==> config.mk <==
export PLATFORM = sky130hd
export DESIGN_NAME = hazard_ctrl_flat
export DESIGN_NICKNAME = d
export VERILOG_FILES = /design/src/rtl/hazard_ctrl_if.sv /design/src/rtl/hazard_ctrl.sv /design/src/flat_wrapper.sv
export SDC_FILE = /design/constraint.sdc
export NUM_CORES = 1
export LEC_CHECK = 0
export ABC_CLOCK_PERIOD_IN_PS = 6800
export BUFFER_PORTS_ARGS = -buffer_cell sky130_fd_sc_hd__buf_4
export CORE_MARGIN = 2
export CORE_UTILIZATION = 45
export DETAILED_ROUTE_END_ITERATION = 12
export GPL_TIMING_DRIVEN = 0
export PLACE_DENSITY = 0.69
export SETUP_SLACK_MARGIN = 0.4
export SYNTH_ARGS = -nofsm -noshare
export SYNTH_HDL_FRONTEND = slang
export SYNTH_SLANG_ARGS = --single-unit
==> constraint.sdc <==
create_clock -name clk -period 6.8 [get_ports clk]
set_input_delay 1.36 -clock clk [delete_from_list [all_inputs] [get_ports clk]]
set_output_delay 1.36 -clock clk [all_outputs]
set_load 0.01 [all_outputs]
==> src/rtl/hazard_ctrl_if.sv <==
// rtl/hazard_ctrl_if.sv - hazard controller signal bundle between pipeline and hazard_ctrl
//
// Groups every non-clock/reset signal of hazard_ctrl.
//   master : pipeline side, drives stall/hazard/redirect inputs and observes decisions
//   slave  : hazard_ctrl side, consumes those inputs and drives the pipeline controls
// Signals:
//   im_stall, dm_stall         AXI instruction/data master busy
//   ifid_rs1/rs2, use_rs1/rs2  source registers read by the instruction in ID
//   idex_rd, idex_mem_read     destination and load flag of the instruction in EX
//   branch_i                   one-cycle redirect pulse from EX (00 none, 01 cond, 10 jal, 11 jalr)
//   HAZ_Stall, lw_use, branch  stall / load-use bubble / applied redirect
//   pc_write, ifid_write       stage update enables
//   ifid_flush, idex_flush     stage clears to NOP
//   cnt_stall/bubble/flush     saturating performance counters
interface hazard_ctrl_if #(
    parameter int REG_ADDR_W = 5,
    parameter int CNT_W      = 32
);
    logic                  im_stall;
    logic                  dm_stall;
    logic [REG_ADDR_W-1:0] ifid_rs1;
    logic [REG_ADDR_W-1:0] ifid_rs2;
    logic                  ifid_use_rs1;
    logic                  ifid_use_rs2;
    logic [REG_ADDR_W-1:0] idex_rd;
    logic                  idex_mem_read;
    logic [1:0]            branch_i;

    logic                  HAZ_Stall;
    logic                  lw_use;
    logic [1:0]            branch;
    logic                  pc_write;
    logic                  ifid_write;
    logic                  ifid_flush;
    logic                  idex_flush;
    logic [CNT_W-1:0]      cnt_stall;
    logic [CNT_W-1:0]      cnt_bubble;
    logic [CNT_W-1:0]      cnt_flush;

    modport master (
        output im_stall, dm_stall, ifid_rs1, ifid_rs2, ifid_use_rs1, ifid_use_rs2,
               idex_rd, idex_mem_read, branch_i,
        input  HAZ_Stall, lw_use, branch, pc_write, ifid_write, ifid_flush, idex_flush,
               cnt_stall, cnt_bubble, cnt_flush
    );

    modport slave (
        input  im_stall, dm_stall, ifid_rs1, ifid_rs2, ifid_use_rs1, ifid_use_rs2,
               idex_rd, idex_mem_read, branch_i,
        output HAZ_Stall, lw_use, branch, pc_write, ifid_write, ifid_flush, idex_flush,
               cnt_stall, cnt_bubble, cnt_flush
    );
endinterface

==> src/rtl/hazard_ctrl.sv <==
// rtl/hazard_ctrl.sv - RV32 pipeline hazard/stall controller with redirect hold and perf counters
//
// Ports:
//   clk  core clock
//   rst  asynchronous, active-high reset
//   hif  hazard_ctrl_if.slave (bus stalls, load-use operands, redirect pulse in;
//        HAZ_Stall/lw_use/branch, stage enables/flushes and counters out)
//
// Decision priority each cycle: bus stall > redirect (held one first) > load-use bubble.
// Control outputs are combinational so a bus stall freezes the pipeline with zero latency.
module hazard_ctrl #(
    parameter int REG_ADDR_W = 5,
    parameter int CNT_W      = 32
) (
    input  logic         clk,
    input  logic         rst,
    hazard_ctrl_if.slave hif
);
    typedef enum logic {
        ST_RUN  = 1'b0,
        ST_WAIT = 1'b1
    } state_t;

    localparam logic [CNT_W-1:0]      CNT_ONE = {{(CNT_W-1){1'b0}}, 1'b1};
    localparam logic [CNT_W-1:0]      CNT_MAX = {CNT_W{1'b1}};
    localparam logic [REG_ADDR_W-1:0] REG_X0  = {REG_ADDR_W{1'b0}};

    state_t           state_q;
    logic [1:0]       pend_br_q;
    logic [CNT_W-1:0] cnt_stall_q;
    logic [CNT_W-1:0] cnt_bubble_q;
    logic [CNT_W-1:0] cnt_flush_q;

    logic       stall;
    logic [1:0] eff_br;
    logic       lu_hit;

    logic       haz_stall_c;
    logic       lw_use_c;
    logic [1:0] branch_c;
    logic       pc_write_c;
    logic       ifid_write_c;
    logic       ifid_flush_c;
    logic       idex_flush_c;

    assign stall = hif.im_stall | hif.dm_stall;

    // A redirect held across a bus stall is older than anything arriving now,
    // so it takes precedence and a simultaneous new pulse is dropped.
    assign eff_br = (pend_br_q != 2'b00) ? pend_br_q : hif.branch_i;

    // x0 is hardwired zero, so a load targeting it never creates a dependency.
    assign lu_hit = hif.idex_mem_read && (hif.idex_rd != REG_X0) &&
                    ((hif.ifid_use_rs1 && (hif.idex_rd == hif.ifid_rs1)) ||
                     (hif.ifid_use_rs2 && (hif.idex_rd == hif.ifid_rs2)));

    always_comb begin
        haz_stall_c  = 1'b0;
        lw_use_c     = 1'b0;
        branch_c     = 2'b00;
        pc_write_c   = 1'b0;
        ifid_write_c = 1'b0;
        ifid_flush_c = 1'b0;
        idex_flush_c = 1'b0;
        if (rst) begin
            // Hold both stage registers as NOPs while in reset.
            ifid_flush_c = 1'b1;
            idex_flush_c = 1'b1;
        end else if (stall) begin
            haz_stall_c = 1'b1;
        end else if (eff_br != 2'b00) begin
            branch_c     = eff_br;
            pc_write_c   = 1'b1;
            ifid_write_c = 1'b1;
            ifid_flush_c = 1'b1;
            idex_flush_c = 1'b1;
        end else if (lu_hit) begin
            // Freeze PC and IF/ID, inject a bubble into EX for one cycle.
            lw_use_c     = 1'b1;
            idex_flush_c = 1'b1;
        end else begin
            pc_write_c   = 1'b1;
            ifid_write_c = 1'b1;
        end
    end

    // Stall tracking and redirect hold. WAIT exits on the first quiet cycle,
    // which is itself evaluated with normal rules by the logic above.
    always_ff @(posedge clk or posedge rst) begin
        if (rst) begin
            state_q   <= ST_RUN;
            pend_br_q <= 2'b00;
        end else begin
            case (state_q)
                ST_RUN:  if (stall)  state_q <= ST_WAIT;
                ST_WAIT: if (!stall) state_q <= ST_RUN;
                default: state_q <= ST_RUN;
            endcase
            if (stall) begin
                if (hif.branch_i != 2'b00) pend_br_q <= hif.branch_i;
            end else if (eff_br != 2'b00) begin
                pend_br_q <= 2'b00;
            end
        end
    end

    always_ff @(posedge clk or posedge rst) begin
        if (rst) begin
            cnt_stall_q  <= '0;
            cnt_bubble_q <= '0;
            cnt_flush_q  <= '0;
        end else begin
            if (haz_stall_c && (cnt_stall_q != CNT_MAX))
                cnt_stall_q <= cnt_stall_q + CNT_ONE;
            if (lw_use_c && (cnt_bubble_q != CNT_MAX))
                cnt_bubble_q <= cnt_bubble_q + CNT_ONE;
            if ((branch_c != 2'b00) && (cnt_flush_q != CNT_MAX))
                cnt_flush_q <= cnt_flush_q + CNT_ONE;
        end
    end

    assign hif.HAZ_Stall  = haz_stall_c;
    assign hif.lw_use     = lw_use_c;
    assign hif.branch     = branch_c;
    assign hif.pc_write   = pc_write_c;
    assign hif.ifid_write = ifid_write_c;
    assign hif.ifid_flush = ifid_flush_c;
    assign hif.idex_flush = idex_flush_c;
    assign hif.cnt_stall  = cnt_stall_q;
    assign hif.cnt_bubble = cnt_bubble_q;
    assign hif.cnt_flush  = cnt_flush_q;
endmodule

==> src/flat_wrapper.sv <==
// flat-port wrapper written by rule: the top's interface ports become plain ports
module hazard_ctrl_flat 
#(
    parameter int REG_ADDR_W = 5,
    parameter int CNT_W      = 32
)
  (clk, rst, hif_im_stall, hif_dm_stall, hif_ifid_rs1, hif_ifid_rs2, hif_ifid_use_rs1, hif_ifid_use_rs2, hif_idex_rd, hif_idex_mem_read, hif_branch_i, hif_HAZ_Stall, hif_lw_use, hif_branch, hif_pc_write, hif_ifid_write, hif_ifid_flush, hif_idex_flush, hif_cnt_stall, hif_cnt_bubble, hif_cnt_flush);
  hazard_ctrl_if #(.REG_ADDR_W(REG_ADDR_W), .CNT_W(CNT_W)) hif_i ();
  input  logic clk;
  input  logic rst;
  input wire logic [$bits(hif_i.im_stall)-1:0] hif_im_stall;
  input wire logic [$bits(hif_i.dm_stall)-1:0] hif_dm_stall;
  input wire logic [$bits(hif_i.ifid_rs1)-1:0] hif_ifid_rs1;
  input wire logic [$bits(hif_i.ifid_rs2)-1:0] hif_ifid_rs2;
  input wire logic [$bits(hif_i.ifid_use_rs1)-1:0] hif_ifid_use_rs1;
  input wire logic [$bits(hif_i.ifid_use_rs2)-1:0] hif_ifid_use_rs2;
  input wire logic [$bits(hif_i.idex_rd)-1:0] hif_idex_rd;
  input wire logic [$bits(hif_i.idex_mem_read)-1:0] hif_idex_mem_read;
  input wire logic [$bits(hif_i.branch_i)-1:0] hif_branch_i;
  output wire logic [$bits(hif_i.HAZ_Stall)-1:0] hif_HAZ_Stall;
  output wire logic [$bits(hif_i.lw_use)-1:0] hif_lw_use;
  output wire logic [$bits(hif_i.branch)-1:0] hif_branch;
  output wire logic [$bits(hif_i.pc_write)-1:0] hif_pc_write;
  output wire logic [$bits(hif_i.ifid_write)-1:0] hif_ifid_write;
  output wire logic [$bits(hif_i.ifid_flush)-1:0] hif_ifid_flush;
  output wire logic [$bits(hif_i.idex_flush)-1:0] hif_idex_flush;
  output wire logic [$bits(hif_i.cnt_stall)-1:0] hif_cnt_stall;
  output wire logic [$bits(hif_i.cnt_bubble)-1:0] hif_cnt_bubble;
  output wire logic [$bits(hif_i.cnt_flush)-1:0] hif_cnt_flush;
  assign hif_i.im_stall = hif_im_stall;
  assign hif_i.dm_stall = hif_dm_stall;
  assign hif_i.ifid_rs1 = hif_ifid_rs1;
  assign hif_i.ifid_rs2 = hif_ifid_rs2;
  assign hif_i.ifid_use_rs1 = hif_ifid_use_rs1;
  assign hif_i.ifid_use_rs2 = hif_ifid_use_rs2;
  assign hif_i.idex_rd = hif_idex_rd;
  assign hif_i.idex_mem_read = hif_idex_mem_read;
  assign hif_i.branch_i = hif_branch_i;
  assign hif_HAZ_Stall = hif_i.HAZ_Stall;
  assign hif_lw_use = hif_i.lw_use;
  assign hif_branch = hif_i.branch;
  assign hif_pc_write = hif_i.pc_write;
  assign hif_ifid_write = hif_i.ifid_write;
  assign hif_ifid_flush = hif_i.ifid_flush;
  assign hif_idex_flush = hif_i.idex_flush;
  assign hif_cnt_stall = hif_i.cnt_stall;
  assign hif_cnt_bubble = hif_i.cnt_bubble;
  assign hif_cnt_flush = hif_i.cnt_flush;
  hazard_ctrl #(.REG_ADDR_W(REG_ADDR_W), .CNT_W(CNT_W)) u_core (.clk(clk), .rst(rst), .hif(hif_i));
endmodule
==> After elaboration in Yosys (flattened, before gate mapping) <==
Index checks and enable logic that the tools add are counted.
{ "classes": {"n_mux": 23, "add_sub_neg": 3, "eq_ne": 6, "n_reduce_logical": 15, "bitwise_logic": 1} }
{ "op_table": {"columns": ["op", "count"], "rows": [
  ["$add A32 B1 Y32 const B", 3],
  ["$ne A32 B32 Y1 const B", 3],
  ["$mux W1", 16],
  ["$mux W2", 7],
  ["$eq A5 B5 Y1", 2],
  ["$reduce_bool A2 Y1", 5],
  ["$logic_and A1 B1 Y1", 7],
  ["$reduce_bool A5 Y1", 1],
  ["$ne A2 B2 Y1 const B", 1],
  ["$reduce_and A2 Y1", 1],
  ["$logic_or A1 B1 Y1", 1],
  ["$or A1 B1 Y1", 1]
]} }
{ "word_totals": {"output_inout_bits": 104, "ff_bits": 98, "word_cells": 52, "input_bits": 24} }

==> Depth between registers and ports, before layout <==
{ "depth": {"word_depth": 9, "ltp_mapped": 7, "mapped_depth_nobuf": 6} }

==> Worst setup path before layout <==
Ideal clock, no wire load.
{ "synth_path": {"path_kind": "input port to output port", "from": "in rst", "to": "out hif_pc_write", "stages": 4, "t_arrival_ps": 4181, "t_required_ps": 5440, "path_slack_ps": 1259, "path_cell_list": "inv_1 > nand2_1 > nor2_1 > buf_4"} }
{ "synth_via": {"elab_chain_len": 1} }
{ "synth_lines": {"columns": ["item", "line_no", "text"], "rows": [
  ["from (decl)", "flat_wrapper.sv:10", "input logic rst;"],
  ["$mux W1", null, null],
  ["to (decl)", "flat_wrapper.sv:23", "output wire logic [$bits(hif_i.pc_write)-1:0] hif_pc_write;"]
]} }
Every way passes these cells.

==> Final worst setup path <==
{ "layout_path": {"from": "in hif_idex_rd[4]", "to": "out hif_idex_flush"} }
{ "layout_via": {"elab_chain_len": 8} }
{ "layout_lines": {"columns": ["item", "line_no", "text"], "rows": [
  ["from (decl)", "flat_wrapper.sv:17", "input wire logic [$bits(hif_i.idex_rd)-1:0] hif_idex_rd;"],
  ["$eq A5 B5 Y1, on equally long branches", "hazard_ctrl.sv:54, hazard_ctrl.sv:55", null],
  ["$logic_and A1 B1 Y1, on equally long branches", "hazard_ctrl.sv:54, hazard_ctrl.sv:55", null],
  ["$logic_or A1 B1 Y1", "hazard_ctrl.sv:54", "((hif.ifid_use_rs1 && (hif.idex_rd == hif.ifid_rs1)) ||"],
  ["$logic_and A1 B1 Y1 (*)", "hazard_ctrl.sv:53", "assign lu_hit = hif.idex_mem_read && (hif.idex_rd != REG_X0) &&"],
  ["$mux W1 (*)", "hazard_ctrl.sv:77", "end else if (lu_hit) begin"],
  ["$mux W1 (*)", "hazard_ctrl.sv:71", "end else if (eff_br != 2'b00) begin"],
  ["$mux W1 (*)", "hazard_ctrl.sv:69", "end else if (stall) begin"],
  ["$mux W1 (*)", "hazard_ctrl.sv:65", "if (rst) begin"],
  ["to (decl)", "flat_wrapper.sv:26", "output wire logic [$bits(hif_i.idex_flush)-1:0] hif_idex_flush;"]
]} }
Every way passes the cells marked *; elsewhere a longest branch is shown, timed or not.

==> run_results.csv <==
group,metric,value,unit
logic_synthesis,ys_async_sr_fraction,100.0,%
cells_and_area,drive_gt1_share,27.79,%
detailed_routing,drt-total-wl,12.08,mm
placement,dp_hpwl,8.750,mm
cts,h-tree-depth,3,
grt,antenna_found_initial,0,
grt,grt-ovfl-total,0,
logic_synthesis,synth_ff_type,"dfrtp_1",
floorplanning,coreArea,0.01089,sq mm
placement,pre_cts_slack,2.313,ns
floorplanning,num_rows,38,
grt,grt_pass1_vias,3893,
logic_synthesis,yosysSeqAreaShare,48.64,%
worst_setup_path,required,5.44,ns
worst_setup_path,crit_arrival,3.13,ns
worst_setup_path,cpMostUsedCell,"buf_4",
timing,max_freq,0.2226,GHz
cts,cts_setup_buffers,0,
logic_synthesis,synth_cells,476,
logic_synthesis,synth_cell_type_count,47,
timing,tightestPinTransition,1.054,ns
detailed_routing,first_pass_iters,4,
timing,drv_slew,0,
timing,hold_violations,0,
floorplanning,die_height,109.9,um
cts,clock_path_buffers,2,
detailed_routing,viasPerCell,5.531,
cts,root_buffer,"clkbuf_8",
worst_setup_path,endpoint_kind,"primary output",
detailed_routing,met2RoutedLength,5.610,mm
logic_synthesis,syn_avg_cell_area,10.59,sq um
worst_setup_path,crit_chain,"buf_4 -> xor2_1 -> nor4_1 -> a32oi_1 -> clkbuf_1 -> o21bai_1 -> buf_4",
detailed_routing,drc,0,
timing,timing.final.crit_period,4.493,ns
cells_and_area,finalNonFillerCells,759,
cells_and_area,final_common_cell,"buf_4",
logic_synthesis,synth_fp_nets,503,
cts,cts_made_buffers,9,
worst_setup_path,cp_max_fo,10,
cells_and_area,nets,642,
cts,path_clk_slew,0.10,ns
placement,io_buffer_count,127,
power,power_leakage,3.135,nW
floorplanning,start_util,46.31,%
logic_synthesis,yosys_warnings,0,
detailed_routing,first_iter_violations,257,
grt,grt_pass1_wl,19.28,mm
cells_and_area,fin_util,59.14,%
outcome,status,"completed",
grt,grtUsageTotal,20.29,%
worst_setup_path,slowest_delay,0.59,ns
worst_setup_path,path_class,"input port to primary output",
power,powerDensity,200.5,mW/mm^2
detailed_routing,highest-signal-layer,"met4",
placement,dp_cells,744,
cts,cts.sink_count,98,
detailed_routing,wire_per_inst,15.92,um
timing,finalSetupTns,0,ns
logic_synthesis,synth-edff-count,0,
timing,setup_ws,2.307,ns
timing,fin_worst_skew,0.01193,ns
cts,worstSkewPairLatency,0.37,ns
floorplanning,die_x,109.9,um
cells_and_area,area_growth,27.69,%
cts,ctsHoldBuffers,0,
detailed_routing,wl_met3,893,um
hold_path,holdCritPathClass,"flop to flop",
timing,slew_headroom,29.27,%
job,cap_viol_max_count,0,
timing,finalSetupViolCount,0,
timing,post-route-period-util,66.07,%
detailed_routing,m1WireLength,5.420,mm
power,vdd_ir_drop_max,0.1215,mV
worst_setup_path,worst_path_max_delay_cell,"a32oi_1",
worst_setup_path,startpoint_type,"input port",
grt,grt_max_degree,54,
cells_and_area,fillers,948,
timing,rsz0062_at_grt,"false",
detailed_routing,vias,4198,
placement,gp_congestion,0.8366,
cells_and_area,diodes,0,
detailed_routing,ant_nets,0,
logic_synthesis,syn_area,0.005042,sq mm
cells_and_area,final_cell_mix,"buf_4, dfrtp_1, xor2_1",
logic_synthesis,synth-seq-cells,98,
cts,cts_resized,0,
cts,cts_tree,"yes",
floorplanning,dieArea,0.01207,sq mm
floorplanning,pin_count,128,
==> report_power, final <==
group	leakage [nW]	total [mW]	switching (mW)	internal, mW
Combinational	1.69	0.174	0.0863	0.0873
Sequential	1.34	0.665	0.0501	0.615
Clock	0.112	0.452	0.208	0.244
==> Yosys cell counts (all sizes together), types with 2 or more instances <==
library cell	n	area share, %
and3	17	2.1
clkbuf	7	0.52
o311ai	2	0.35
nor4b	3	0.77
ha	3	0.74
o31ai	3	0.45
nand2	38	2.8
xnor2	45	7.8
nand2b	2	0.25
o21bai	2	0.30
and4	14	2.4
nand4	32	4.3
o211ai	4	0.60
nor2	24	1.8
dfrtp	98	49
nor4	21	3.8
nor3b	2	0.30
or4	2	0.30
nand3	32	3.2
a21oi	7	0.69
or3	2	0.25
inv	9	0.67
buf	6	0.62
xor2	57	9.9
nor3	25	3.0
and2	6	0.74
mux2	3	0.67
==> stage by stage <==
step / area [sq um] / hold WS, ns / power [mW]
finish: 6439 / 0.5024 / 1.291
CTS: 6439 / 0.5019 / 1.306
detailed placement: 6201 / 0.4851 / 0.8528
global route: 6439 / 0.5129 / 1.350
floorplan: 5042 / 0.5049 / 0.7520
global placement: 6171 / 0.4765 / 0.8433
==> area by class of cell <==
class,count,area [sq um],share of cell area [%]
well taps,140,175.2,2.721
inverters,9,36.28,0.5635
repair buffers,128,980.9,15.24
multi-input cells,356,2499,38.81
plain buffers,13,57.56,0.8939
clock buffers,9,123.9,1.924
clock inverters,6,113.9,1.768
flip-flops and latches,98,2452,38.09
==> worst max-delay path: cells and delay by family <==
family / cells / cell delay, ns
buffers and inverters: 3 / 0.77
AO/OA/AOI/OAI: 2 / 0.73
XOR/XNOR: 1 / 0.19
AND/OR/NAND/NOR: 1 / 0.08
==> sequential cells by signal, indices dropped and copies added, names as in the netlist <==
register               cells
u_core.hif.cnt_bubble     32
u_core.pend_br_q           2
u_core.hif.cnt_flush      32
u_core.hif.cnt_stall      32
==> path summary, 6_finish.rpt <==
kind / start / slack [ns] / cells after the start / to
max reg2reg: u_core.hif.cnt_bubble[0] / 4.27 / 7 / u_core.hif.cnt_bubble[1]
min: u_core.hif.cnt_stall[27] / 0.50 / 1 / u_core.hif.cnt_stall[27]
max in group asynchronous: rst / 5.03 / 3 / u_core.hif.cnt_flush[13]
min in group asynchronous: rst / 1.10 / 2 / u_core.hif.cnt_stall[15]
min reg2reg: u_core.hif.cnt_stall[27] / 0.50 / 1 / u_core.hif.cnt_stall[27]
max: hif_idex_rd[4] / 2.31 / 7 / hif_idex_flush
==> kinds of logic after synthesis <==
kind of cell,count (synthesis),synth area share (%)
multiplexers,3,0.6699
AND/OR/NAND/NOR,222,26.30
XOR/XNOR,102,17.72
buffers and inverters,22,1.811
adder cells (fa/ha/maj),3,0.7445
flip-flops,98,48.64
AO/OA/AOI/OAI,26,4.119
==> per-layer routing <==
layer	global-route usage (%)	vias up
li1	-	1988
met1	28.55	2070
met2	30.85	126
met3	4.327	14
met4	7.233	0
met5	0	-
(Power assumes the default switching activity.)
